`config.mk`:
```
export PLATFORM = sky130hd
export DESIGN_NAME = sdrc_bank_req_rcv
export DESIGN_NICKNAME = d
export VERILOG_FILES = /design/src/rtl/sdrc_bank_req_rcv.sv
export SDC_FILE = /design/constraint.sdc
export NUM_CORES = 1
export LEC_CHECK = 0
export CORE_ASPECT_RATIO = 1.4
export CORE_UTILIZATION = 51
export CTS_CLUSTER_SIZE = 28
export DETAILED_ROUTE_END_ITERATION = 7
export PLACE_DENSITY = 0.83
export SYNTH_ARGS = -nofsm -noshare
export SYNTH_HDL_FRONTEND = slang
export SYNTH_SLANG_ARGS = --single-unit
```
`constraint.sdc`:
```
create_clock -name clk -period 6.01 [get_ports clk]
set_clock_uncertainty 0.1 [all_clocks]
set_input_delay 0.601 -clock clk [delete_from_list [all_inputs] [get_ports clk]]
set_output_delay 0.601 -clock clk [all_outputs]
set_load 0.02 [all_outputs]
```
`src/rtl/sdrc_bank_req_rcv.sv`:
```
// -----------------------------------------------------------------------------
// sdrc_bank_req_rcv
//
// Receiving end of the request-generator to bank-controller interface. Chunks
// arriving on the r2b_* handshake are stored in a small first-word-fall-through
// FIFO. The head entry is presented on rq_* to the bank command sequencer,
// together with a classification (rq_kind) taken from a per-bank open-row table.
//
// Optional feature macro: SDRC_OPEN_ROW_TRACK_EN
//   defined     : the open-row table is built and rq_kind classifies the head as
//                 row hit (00), bank idle (01) or row miss (10).
//   not defined : no table; x2b_close* are ignored and rq_kind is always 01
//                 (closed-page policy, the sequencer auto-precharges).
//
// Ports
//   clk, reset                 clock, asynchronous active-high reset
//   r2b_req .. r2b_len         chunk offered by the request generator
//   b2r_ack                    chunk accepted this cycle (combinational)
//   b2r_arb_ok                 at least two free entries (combinational)
//   rq_valid, rq_* fields      head entry, driven straight from storage
//   rq_kind                    head classification against the open-row table
//   rq_pop                     sequencer consumed the head; opens its row
//   x2b_close, x2b_close_ba    precharge of one bank
//   x2b_close_all              precharge-all / refresh
//   rq_count                   FIFO occupancy
// -----------------------------------------------------------------------------
module sdrc_bank_req_rcv #(
  parameter int SDR_REQ_ID_W = 4,
  parameter int REQ_BW       = 12,
  parameter int FIFO_DEPTH   = 4
) (
  input  logic                          clk,
  input  logic                          reset,
  input  logic                          r2b_req,
  input  logic [SDR_REQ_ID_W-1:0]       r2b_req_id,
  input  logic                          r2b_start,
  input  logic                          r2b_last,
  input  logic                          r2b_wrap,
  input  logic                          r2b_write,
  input  logic [1:0]                    r2b_ba,
  input  logic [12:0]                   r2b_raddr,
  input  logic [12:0]                   r2b_caddr,
  input  logic [REQ_BW-1:0]             r2b_len,
  output logic                          b2r_ack,
  output logic                          b2r_arb_ok,
  output logic                          rq_valid,
  output logic [SDR_REQ_ID_W-1:0]       rq_req_id,
  output logic [1:0]                    rq_ba,
  output logic [12:0]                   rq_raddr,
  output logic [12:0]                   rq_caddr,
  output logic [REQ_BW-1:0]             rq_len,
  output logic                          rq_start,
  output logic                          rq_last,
  output logic                          rq_wrap,
  output logic                          rq_write,
  output logic [1:0]                    rq_kind,
  input  logic                          rq_pop,
  input  logic                          x2b_close,
  input  logic [1:0]                    x2b_close_ba,
  input  logic                          x2b_close_all,
  output logic [$clog2(FIFO_DEPTH):0]   rq_count
);

  localparam int AW = $clog2(FIFO_DEPTH);
  localparam int CW = AW + 1;
  localparam logic [CW-1:0] DEPTH_C = CW'(FIFO_DEPTH);
  localparam logic [CW-1:0] TWO_C   = CW'(2);
  localparam logic [CW-1:0] ZERO_C  = CW'(0);
  localparam logic [CW-1:0] ONE_C   = CW'(1);

  // FIFO storage, one array per field
  logic [SDR_REQ_ID_W-1:0] id_q    [FIFO_DEPTH];
  logic                    start_q [FIFO_DEPTH];
  logic                    last_q  [FIFO_DEPTH];
  logic                    wrap_q  [FIFO_DEPTH];
  logic                    write_q [FIFO_DEPTH];
  logic [1:0]              ba_q    [FIFO_DEPTH];
  logic [12:0]             raddr_q [FIFO_DEPTH];
  logic [12:0]             caddr_q [FIFO_DEPTH];
  logic [REQ_BW-1:0]       len_q   [FIFO_DEPTH];

  logic [AW-1:0] wr_ptr_q, wr_ptr_d;
  logic [AW-1:0] rd_ptr_q, rd_ptr_d;
  logic [CW-1:0] count_q,  count_d;
  logic          push_s;
  logic          pop_s;

  // Full test uses the registered count only, so a same-cycle pop never frees
  // room for a push; this keeps b2r_ack independent of rq_pop.
  assign push_s     = b2r_ack;
  assign pop_s      = rq_pop & rq_valid;
  assign b2r_ack    = r2b_req & (count_q != DEPTH_C) & ~reset;
  // Two entries reserved: one application request may split into two chunks.
  assign b2r_arb_ok = ((DEPTH_C - count_q) >= TWO_C) & ~reset;
  assign rq_valid   = (count_q != ZERO_C);
  assign rq_count   = count_q;

  assign rq_req_id = id_q[rd_ptr_q];
  assign rq_start  = start_q[rd_ptr_q];
  assign rq_last   = last_q[rd_ptr_q];
  assign rq_wrap   = wrap_q[rd_ptr_q];
  assign rq_write  = write_q[rd_ptr_q];
  assign rq_ba     = ba_q[rd_ptr_q];
  assign rq_raddr  = raddr_q[rd_ptr_q];
  assign rq_caddr  = caddr_q[rd_ptr_q];
  assign rq_len    = len_q[rd_ptr_q];

  // Next-state pointers and occupancy
  always_comb begin
    wr_ptr_d = push_s ? (wr_ptr_q + AW'(1)) : wr_ptr_q;
    rd_ptr_d = pop_s  ? (rd_ptr_q + AW'(1)) : rd_ptr_q;
    case ({push_s, pop_s})
      2'b10:   count_d = count_q + ONE_C;
      2'b01:   count_d = count_q - ONE_C;
      default: count_d = count_q;
    endcase
  end

  // Pointer and occupancy registers
  always_ff @(posedge clk or posedge reset) begin
    if (reset) begin
      wr_ptr_q <= '0;
      rd_ptr_q <= '0;
      count_q  <= '0;
    end else begin
      wr_ptr_q <= wr_ptr_d;
      rd_ptr_q <= rd_ptr_d;
      count_q  <= count_d;
    end
  end

  // Entry storage; cleared on reset so the head fields read as zero
  always_ff @(posedge clk or posedge reset) begin
    if (reset) begin
      for (int i = 0; i < FIFO_DEPTH; i++) begin
        id_q[i]    <= '0;
        start_q[i] <= 1'b0;
        last_q[i]  <= 1'b0;
        wrap_q[i]  <= 1'b0;
        write_q[i] <= 1'b0;
        ba_q[i]    <= 2'b00;
        raddr_q[i] <= 13'd0;
        caddr_q[i] <= 13'd0;
        len_q[i]   <= '0;
      end
    end else if (push_s) begin
      id_q[wr_ptr_q]    <= r2b_req_id;
      start_q[wr_ptr_q] <= r2b_start;
      last_q[wr_ptr_q]  <= r2b_last;
      wrap_q[wr_ptr_q]  <= r2b_wrap;
      write_q[wr_ptr_q] <= r2b_write;
      ba_q[wr_ptr_q]    <= r2b_ba;
      raddr_q[wr_ptr_q] <= r2b_raddr;
      caddr_q[wr_ptr_q] <= r2b_caddr;
      len_q[wr_ptr_q]   <= r2b_len;
    end
  end

`ifdef SDRC_OPEN_ROW_TRACK_EN
  logic [3:0]  open_q, open_d;
  logic [3:0]  set_mask_s;
  logic [3:0]  clr_mask_s;
  logic [12:0] row_q [4];

  // Open-flag update; the clear mask is applied last so a close wins over a
  // pop to the same bank in the same cycle.
  always_comb begin
    set_mask_s = pop_s ? (4'b0001 << rq_ba) : 4'b0000;
    if (x2b_close_all) begin
      clr_mask_s = 4'b1111;
    end else if (x2b_close) begin
      clr_mask_s = 4'b0001 << x2b_close_ba;
    end else begin
      clr_mask_s = 4'b0000;
    end
    open_d = (open_q | set_mask_s) & ~clr_mask_s;
  end

  // Open-row table registers
  always_ff @(posedge clk or posedge reset) begin
    if (reset) begin
      open_q <= 4'b0000;
      for (int b = 0; b < 4; b++) begin
        row_q[b] <= 13'd0;
      end
    end else begin
      open_q <= open_d;
      if (pop_s) begin
        row_q[rq_ba] <= rq_raddr;
      end
    end
  end

  // Head classification against the registered table
  always_comb begin
    if (!open_q[rq_ba]) begin
      rq_kind = 2'b01;
    end else if (row_q[rq_ba] == rq_raddr) begin
      rq_kind = 2'b00;
    end else begin
      rq_kind = 2'b10;
    end
  end
`else
  // Closed-page policy: every head needs an ACT, precharge inputs have no use.
  logic unused_close_s;
  assign unused_close_s = ^{x2b_close, x2b_close_ba, x2b_close_all};
  assign rq_kind        = 2'b01;
`endif

endmodule

```
==> run metrics, run 1 <==
combinational share of power 45.3%; syn avg cell area 18.01 µm²; CP required 5.31 ns; final critical-path share of the clock period 58.86%; Clk pwr share 16.8%; vias per cell 5.505; Final Power 6.633 mW; die height 161.1 µm; Worst slew margin 33.38%; Yosys warnings 0; sequential element share of the synthesized area 54.00%; clock-pin slew on the worst setup and hold paths 0.07 ns; DIE AREA 18630 µm²; Critical Path Max Stage Delay 0.73 ns; hold path startpoint id_q[3]; Hold Path Class reg -> reg; area grow syn2layout 17.16%; clk buf depth 2; CTS Sinks 199; reg-to-reg endpoint ba_q[1]; Synth Area in Compound Gates 0%; Crit Path Max Fanout 32; diode count 0; grt ovf 0; internal reg-to-reg setup slack 3.34 ns; area share of xor/xnor cells in the synthesized design 0.5698%; simple-gate share of the synthesized area 0.8683%; CP cell instances buf_4 > mux4_2 > clkdlybuf4s50_1; Initial DRC Count 138; RD Place Congestion 0.7550; maximum clock frequency 282.7 MHz; largest family of logic cells by synthesized area multiplexers; cell-internal power 4.504 mW; pin count of the biggest net entering global routing 81; Sw Share 32.10%; hold path depth 1; initial antenna violation count 0; Synth Flop Type dfrtp_1; Starting Density 52.57%; htree depth 4; Slew @ Worst Pin 0.9993 ns; Post-Synth Adder-Cell Area 1.438%; syn_nets 578; Worst Setup Start Kind register; CTS tree done; GRT Resource Usage Total 20.87%; PD cells 613.9 nW/µm²; maximum VDD drop 328.8 µV; cts repair resizes 0; CTS Root Cell clkbuf_16; via count 4707; Register-to-Register Path Depth 6; kind of critical path reg -> out; vias in the first global route 5602; r2r startpoint rq_count[0]; Num CTS Buffers 17; Yosys cell types 22; Fin Setup TNS 0 ns; Final ANT Viol Nets 0; Critical Path Sink Type output port; core area 17540 µm²; CP arrival 2.84 ns; leading area contributor after synthesis dfrtp_1; final layout net count 673; # setup viols final 0; Die X-Extent 115.7 µm; Worst Path Buf+Inv 2; RSZ-0062 raised after global routing false; Psw 2.130 mW; Mapped Cells 512; Top Ports 112; share of power burned in registers 37.9%; I/O Buffers 105; Leak Pwr 4.560 nW; Hold Vio Cnt, Final 0; WL per Instance 20.88 µm; mux cell area share after synthesis 38.65%; Layout fillers 1306; DP HPWL 10950 µm; minimum clock period 3.537 ns; first-pass GRT wire length 29250 µm; EDFF count, synth 0; share of cells above drive strength 1 45.40%; post-synth top area share 54.00%; hold_buf cts 0; Skew-Pair Late Insertion Delay 0.42 ns; flops & latches, synth 199; Routed WL 17850 µm; ys async rst share 100.0%; Crit-path slowest cell dfrtp_2; Post-CTS Setup Bufs 0; top post-synthesis cells by area dfrtp_1 54%, mux2_2 14%, mux2_4 13%; status completed; Commonest cells post-synth 199 x dfrtp_1, 113 x mux2_2, 80 x mux2_4, 48 x mux4_2, 19 x buf_4; Slew Limit Fails 0; Synth Cell Area 9223 µm²; drt drc 0; 1st-pass router iterations 4; Hold EP id_q[3]; maximum capacitance violations 0; most frequent cell after synthesis dfrtp_1; crit-path leading delay family buffers and inverters; Core Rows 57
[power by group through the flow]
stage / Clock [mW] / Sequential (mW) / Combinational, mW
after floorplan: 0 / 2.28 / 2.26
after global placement: 0 / 2.45 / 2.95
after detailed placement: 0 / 2.54 / 3.03
after CTS: 1.14 / 2.53 / 3.04
after global routing: 1.19 / 2.62 / 3.18
final: 1.11 / 2.52 / 3.01
[per-stage QoR]
step	cells	hold WS, ns	worst slack [ns]	util (%)	cell area [µm²]
2_1_floorplan	512	0.3751	2.735	-	9226
3_3_place_gp	824	0.3834	2.865	58.34	10240
3_5_place_dp	824	0.3920	2.890	58.34	10240
4_1_cts	855	0.4075	2.411	61.59	10810
5_1_grt	855	0.4141	2.368	61.59	10810
6_report	855	0.4030	2.473	61.59	10810
[final cells by class]
type	count	area (µm²)	share of cell area, %
flip-flops and latches	199	4985	46.13
multi-input cells	271	3837	35.51
repair buffers	109	1081	10.00
clock buffers	21	450.4	4.169
well taps	236	295.3	2.733
clock inverters	10	118.9	1.100
inverters	9	37.54	0.3474
[routing by layer]
layer	track usage (%)	vias to the layer above	wire length (µm)
li1	-	2060	-
met1	24.24	2552	7054
met2	37.81	82	9888
met3	4.803	13	709
met4	6.352	0	200
met5	0	-	0
[flip-flops by register name, summed over array words and instances (netlist names)]
signal,count
caddr_q,52
wr_ptr_q,2
ba_q,8
rd_ptr_q,2
start_q,4
write_q,4
last_q,4
rq_count,3
id_q,16
raddr_q,52
len_q,48
wrap_q,4
[layout by cell type (no fill, tap or decap), drive strengths merged]
master         Yosys  final
dfrtp            199    199
mux2             193    193
clkdlybuf4s50      0    105
mux4              48     48
clkbuf             1     21
inv                9     11
ha                 9      9
and3               4      4
xnor2              4      4
clkinvlp           0      4
buf               32      4
nor2               3      3
xor2               2      2
nand2              2      2
conb               2      2
bufinv             0      2
clkinv             0      2
mux2i              1      1
nor2b              1      1
nor3b              1      1
fa                 1      1
[cells by family after synthesis]
group	count (synthesis)
multiplexers	242
flip-flops	199
buffers and inverters	42
AND/OR/NAND/NOR	11
adder cells (fa/ha/maj)	10
XOR/XNOR	6
other	2
[how the worst max path moves through the flow]
stage | to | slack [ns] | cells past startpoint | startpoint
after floorplan | ba_q[0] | 2.73 | 1 | reset
after global placement | rq_caddr[8] | 2.86 | 3 | rd_ptr_q[1]
after detailed placement | rq_caddr[8] | 2.89 | 3 | rd_ptr_q[1]
after CTS | rq_caddr[8] | 2.41 | 3 | rd_ptr_q[1]
after global routing | rq_caddr[8] | 2.37 | 3 | rd_ptr_q[1]
final | rq_caddr[8] | 2.47 | 3 | rd_ptr_q[1]
(Power assumes the default switching activity.)
==> run 2: changes to the inputs <==
--- a/config.mk
+++ b/config.mk
@@ -6,10 +6,10 @@
 export NUM_CORES = 1
 export LEC_CHECK = 0
 export CORE_ASPECT_RATIO = 1.4
-export CORE_UTILIZATION = 51
+export CORE_UTILIZATION = 56
 export CTS_CLUSTER_SIZE = 28
 export DETAILED_ROUTE_END_ITERATION = 7
-export PLACE_DENSITY = 0.83
+export PLACE_DENSITY = 0.86
 export SYNTH_ARGS = -nofsm -noshare
 export SYNTH_HDL_FRONTEND = slang
 export SYNTH_SLANG_ARGS = --single-unit
==> constraint.sdc (replaced) <==
create_clock -name clk -period 3.41 [get_ports clk]
set_clock_uncertainty 0.1 [all_clocks]
set_input_delay 0.341 -clock clk [delete_from_list [all_inputs] [get_ports clk]]
set_output_delay 0.341 -clock clk [all_outputs]
set_load 0.02 [all_outputs]
==> run metrics, run 2 (same netlist as run 1, synthesis figures left out) <==
final non-filler cell total 828 (-3.2%); pin count of the biggest net entering global routing 93 (+15%); I/O Buffers 105 (unchanged); Slew @ Worst Pin 0.6805 ns (-0.3188 ns); DIE AREA 16990 µm² (-8.8%); maximum VDD drop 693.4 µV (+110%); area grow syn2layout 19.02%; Starting Density 57.27% (+4.7 points); core area 16100 µm² (-8.2%); Worst Setup Start Kind register; biggest regs caddr_q: 52 flops, raddr_q: 52 flops, len_q: 48 flops; placed cell areas 10340 µm² (+1.1%); most frequent cells in the layout 197 x dfrtp_1, 113 x mux2_2, 105 x clkdlybuf4s50_1, 80 x mux2_4, 48 x mux4_2; final layout net count 682 (+1.3%); pre-CTS WS 0.7917 ns (-2.098 ns); Hold Vio Cnt, Final 0 (unchanged); Cells after DPL 796 (-3.4%); Worst Path Buf+Inv 2 (unchanged); clock-pin slew on the worst setup and hold paths 0.07 ns (about the same); crit-path leading delay family buffers and inverters; Leak Pwr 4.669 nW (+2.4%); Register-to-Register Path Depth 7 (+1); Die X-Extent 110.5 µm (-4.5%); Critical Path Sink Type output port; WL per Instance 21.97 µm (+5.2%); final setup margin 0.3898 ns (-2.083 ns); Core Rows 55 (-3.5%); CTS tree done; PD cells 1091 nW/µm² (+78%); clk buf depth 2 (unchanged); CP cell instances buf_12 > mux4_2 > clkdlybuf4s50_1; GRT Resource Usage Total 23.44% (+2.6 points); Final ANT Viol Nets 0 (unchanged); CTS Root Cell clkbuf_16; via count 4786 (+1.7%); post-layout util 68.17% (+6.6 points); minimum clock period 3.020 ns; internal reg-to-reg setup slack 0.84 ns (-2.50 ns); hold_buf cts 0 (unchanged); 1st-pass router iterations 4 (unchanged); Skew-Pair Late Insertion Delay 0.43 ns (about the same); Worst slew margin 54.54% (+21 points); Routed WL 18190 µm (+1.9%); Initial DRC Count 217 (+57%); maximum clock frequency 331.1 MHz; final critical-path share of the clock period 88.57%; Slew Limit Fails 0 (unchanged); CTS Sinks 199 (unchanged); vias in the first global route 5627 (+0.45%); Num CTS Buffers 17 (unchanged); CP arrival 2.58 ns (-0.26 ns); Levels on crit path 3 (unchanged); status completed; Top Ports 112 (unchanged); final non-filler cell area 10980 µm² (+1.6%); drt drc 0 (unchanged); htree depth 4 (unchanged); Crit-path slowest cell dfrtp_4; Fin Setup TNS 0 ns (unchanged); Hold Path Class in -> async; CP required 2.97 ns (-2.34 ns); share of cells above drive strength 1 46.74% (+1.3 points); RD Place Congestion 0.7274 (-3.7%); cts repair resizes 0 (unchanged); # setup viols final 0 (unchanged); grt ovf 0 (unchanged); most common cell after layout, fill and taps aside dfrtp_1; diode count 0 (unchanged); initial antenna violation count 0 (unchanged); die height 153.8 µm (-4.5%); kind of critical path reg -> out; first-pass GRT wire length 30400 µm (+3.9%); vias per cell 5.780 (+5.0%); maximum capacitance violations 0 (unchanged); DP HPWL 11840 µm (+8.2%); Critical Path Max Stage Delay 0.74 ns (about the same); Crit Path Max Fanout 23 (-28%); RSZ-0062 raised after global routing false; Post-CTS Setup Bufs 0 (unchanged)
run 2: changes by cell type in the layout (fill, tap and decap cells not counted), moves of 2 or more:
cell	previous run	this run
buf_4	4	6
clkbuf_1	3	0
clkbuf_8	1	3
buf_12	0	7
clkinv_4	0	3
run 2: worst paths after layout:
check,endpoint,from
min in group clk,rq_count[0],rq_count[0]
max in group asynchronous,raddr_q[37],reset
min,rq_count[2],reset
max,rq_caddr[0],rd_ptr_q[0]
max reg2reg,wrap_q[3],rq_count[0]
min reg2reg,rq_count[0],rq_count[0]
run 2: stage by stage:
step	hold slack (ns)	power [mW]
5_1_grt	0.3962	12.59
6_report	0.3379	11.97
2_1_floorplan	0.3751	7.997
3_5_place_dp	0.3902	9.919
3_3_place_gp	0.3834	9.632
4_1_cts	0.3501	12.10
run 2: power by group:
part           leakage [nW]  switching (mW)  total [mW]  internal, mW
clock network         0.305           0.890        2.12          1.23
registers              2.39           0.778        4.34          3.56
logic                  1.97            2.16        5.52          3.36
total                  4.67            3.83        12.0          8.14
run 2: final cells by class:
type | count | area [µm²]
Tap cell | 199 | 249.0
Clock inverter | 12 | 165.2
Sequential cell | 199 | 4985
Timing Repair Buffer | 118 | 1236
Clock buffer | 20 | 466.7
Multi-Input combinational cell | 271 | 3837
Inverter | 9 | 37.54
Fill cell | 1053 | 5126
run 2: worst reg2reg max path, delay by kind of cell, from the launching register on:
family	cells	cell delay, ns
buffers and inverters	2	0.41
adders and majority gates	2	0.42
and+or+nand+nor	2	0.75
muxes	1	0.37
DFF	1	0.38
run 2: metal layers:
layer	global-route usage, %	vias to the layer above	wire length (µm)
li1	-	2084	-
met1	28.17	2576	7228
met2	41.17	100	9846
met3	6.188	26	796
met4	7.365	0	317
met5	0	-	0
==> run 3: changes to the inputs <==
--- a/config.mk
+++ b/config.mk
@@ -10,6 +10,7 @@
 export CTS_CLUSTER_SIZE = 28
 export DETAILED_ROUTE_END_ITERATION = 7
 export PLACE_DENSITY = 0.86
+export SLEW_MARGIN = 20
 export SYNTH_ARGS = -nofsm -noshare
 export SYNTH_HDL_FRONTEND = slang
 export SYNTH_SLANG_ARGS = --single-unit
==> results of run 3 <==
The final DEF is identical to that of run 2; final timing and power are the same.
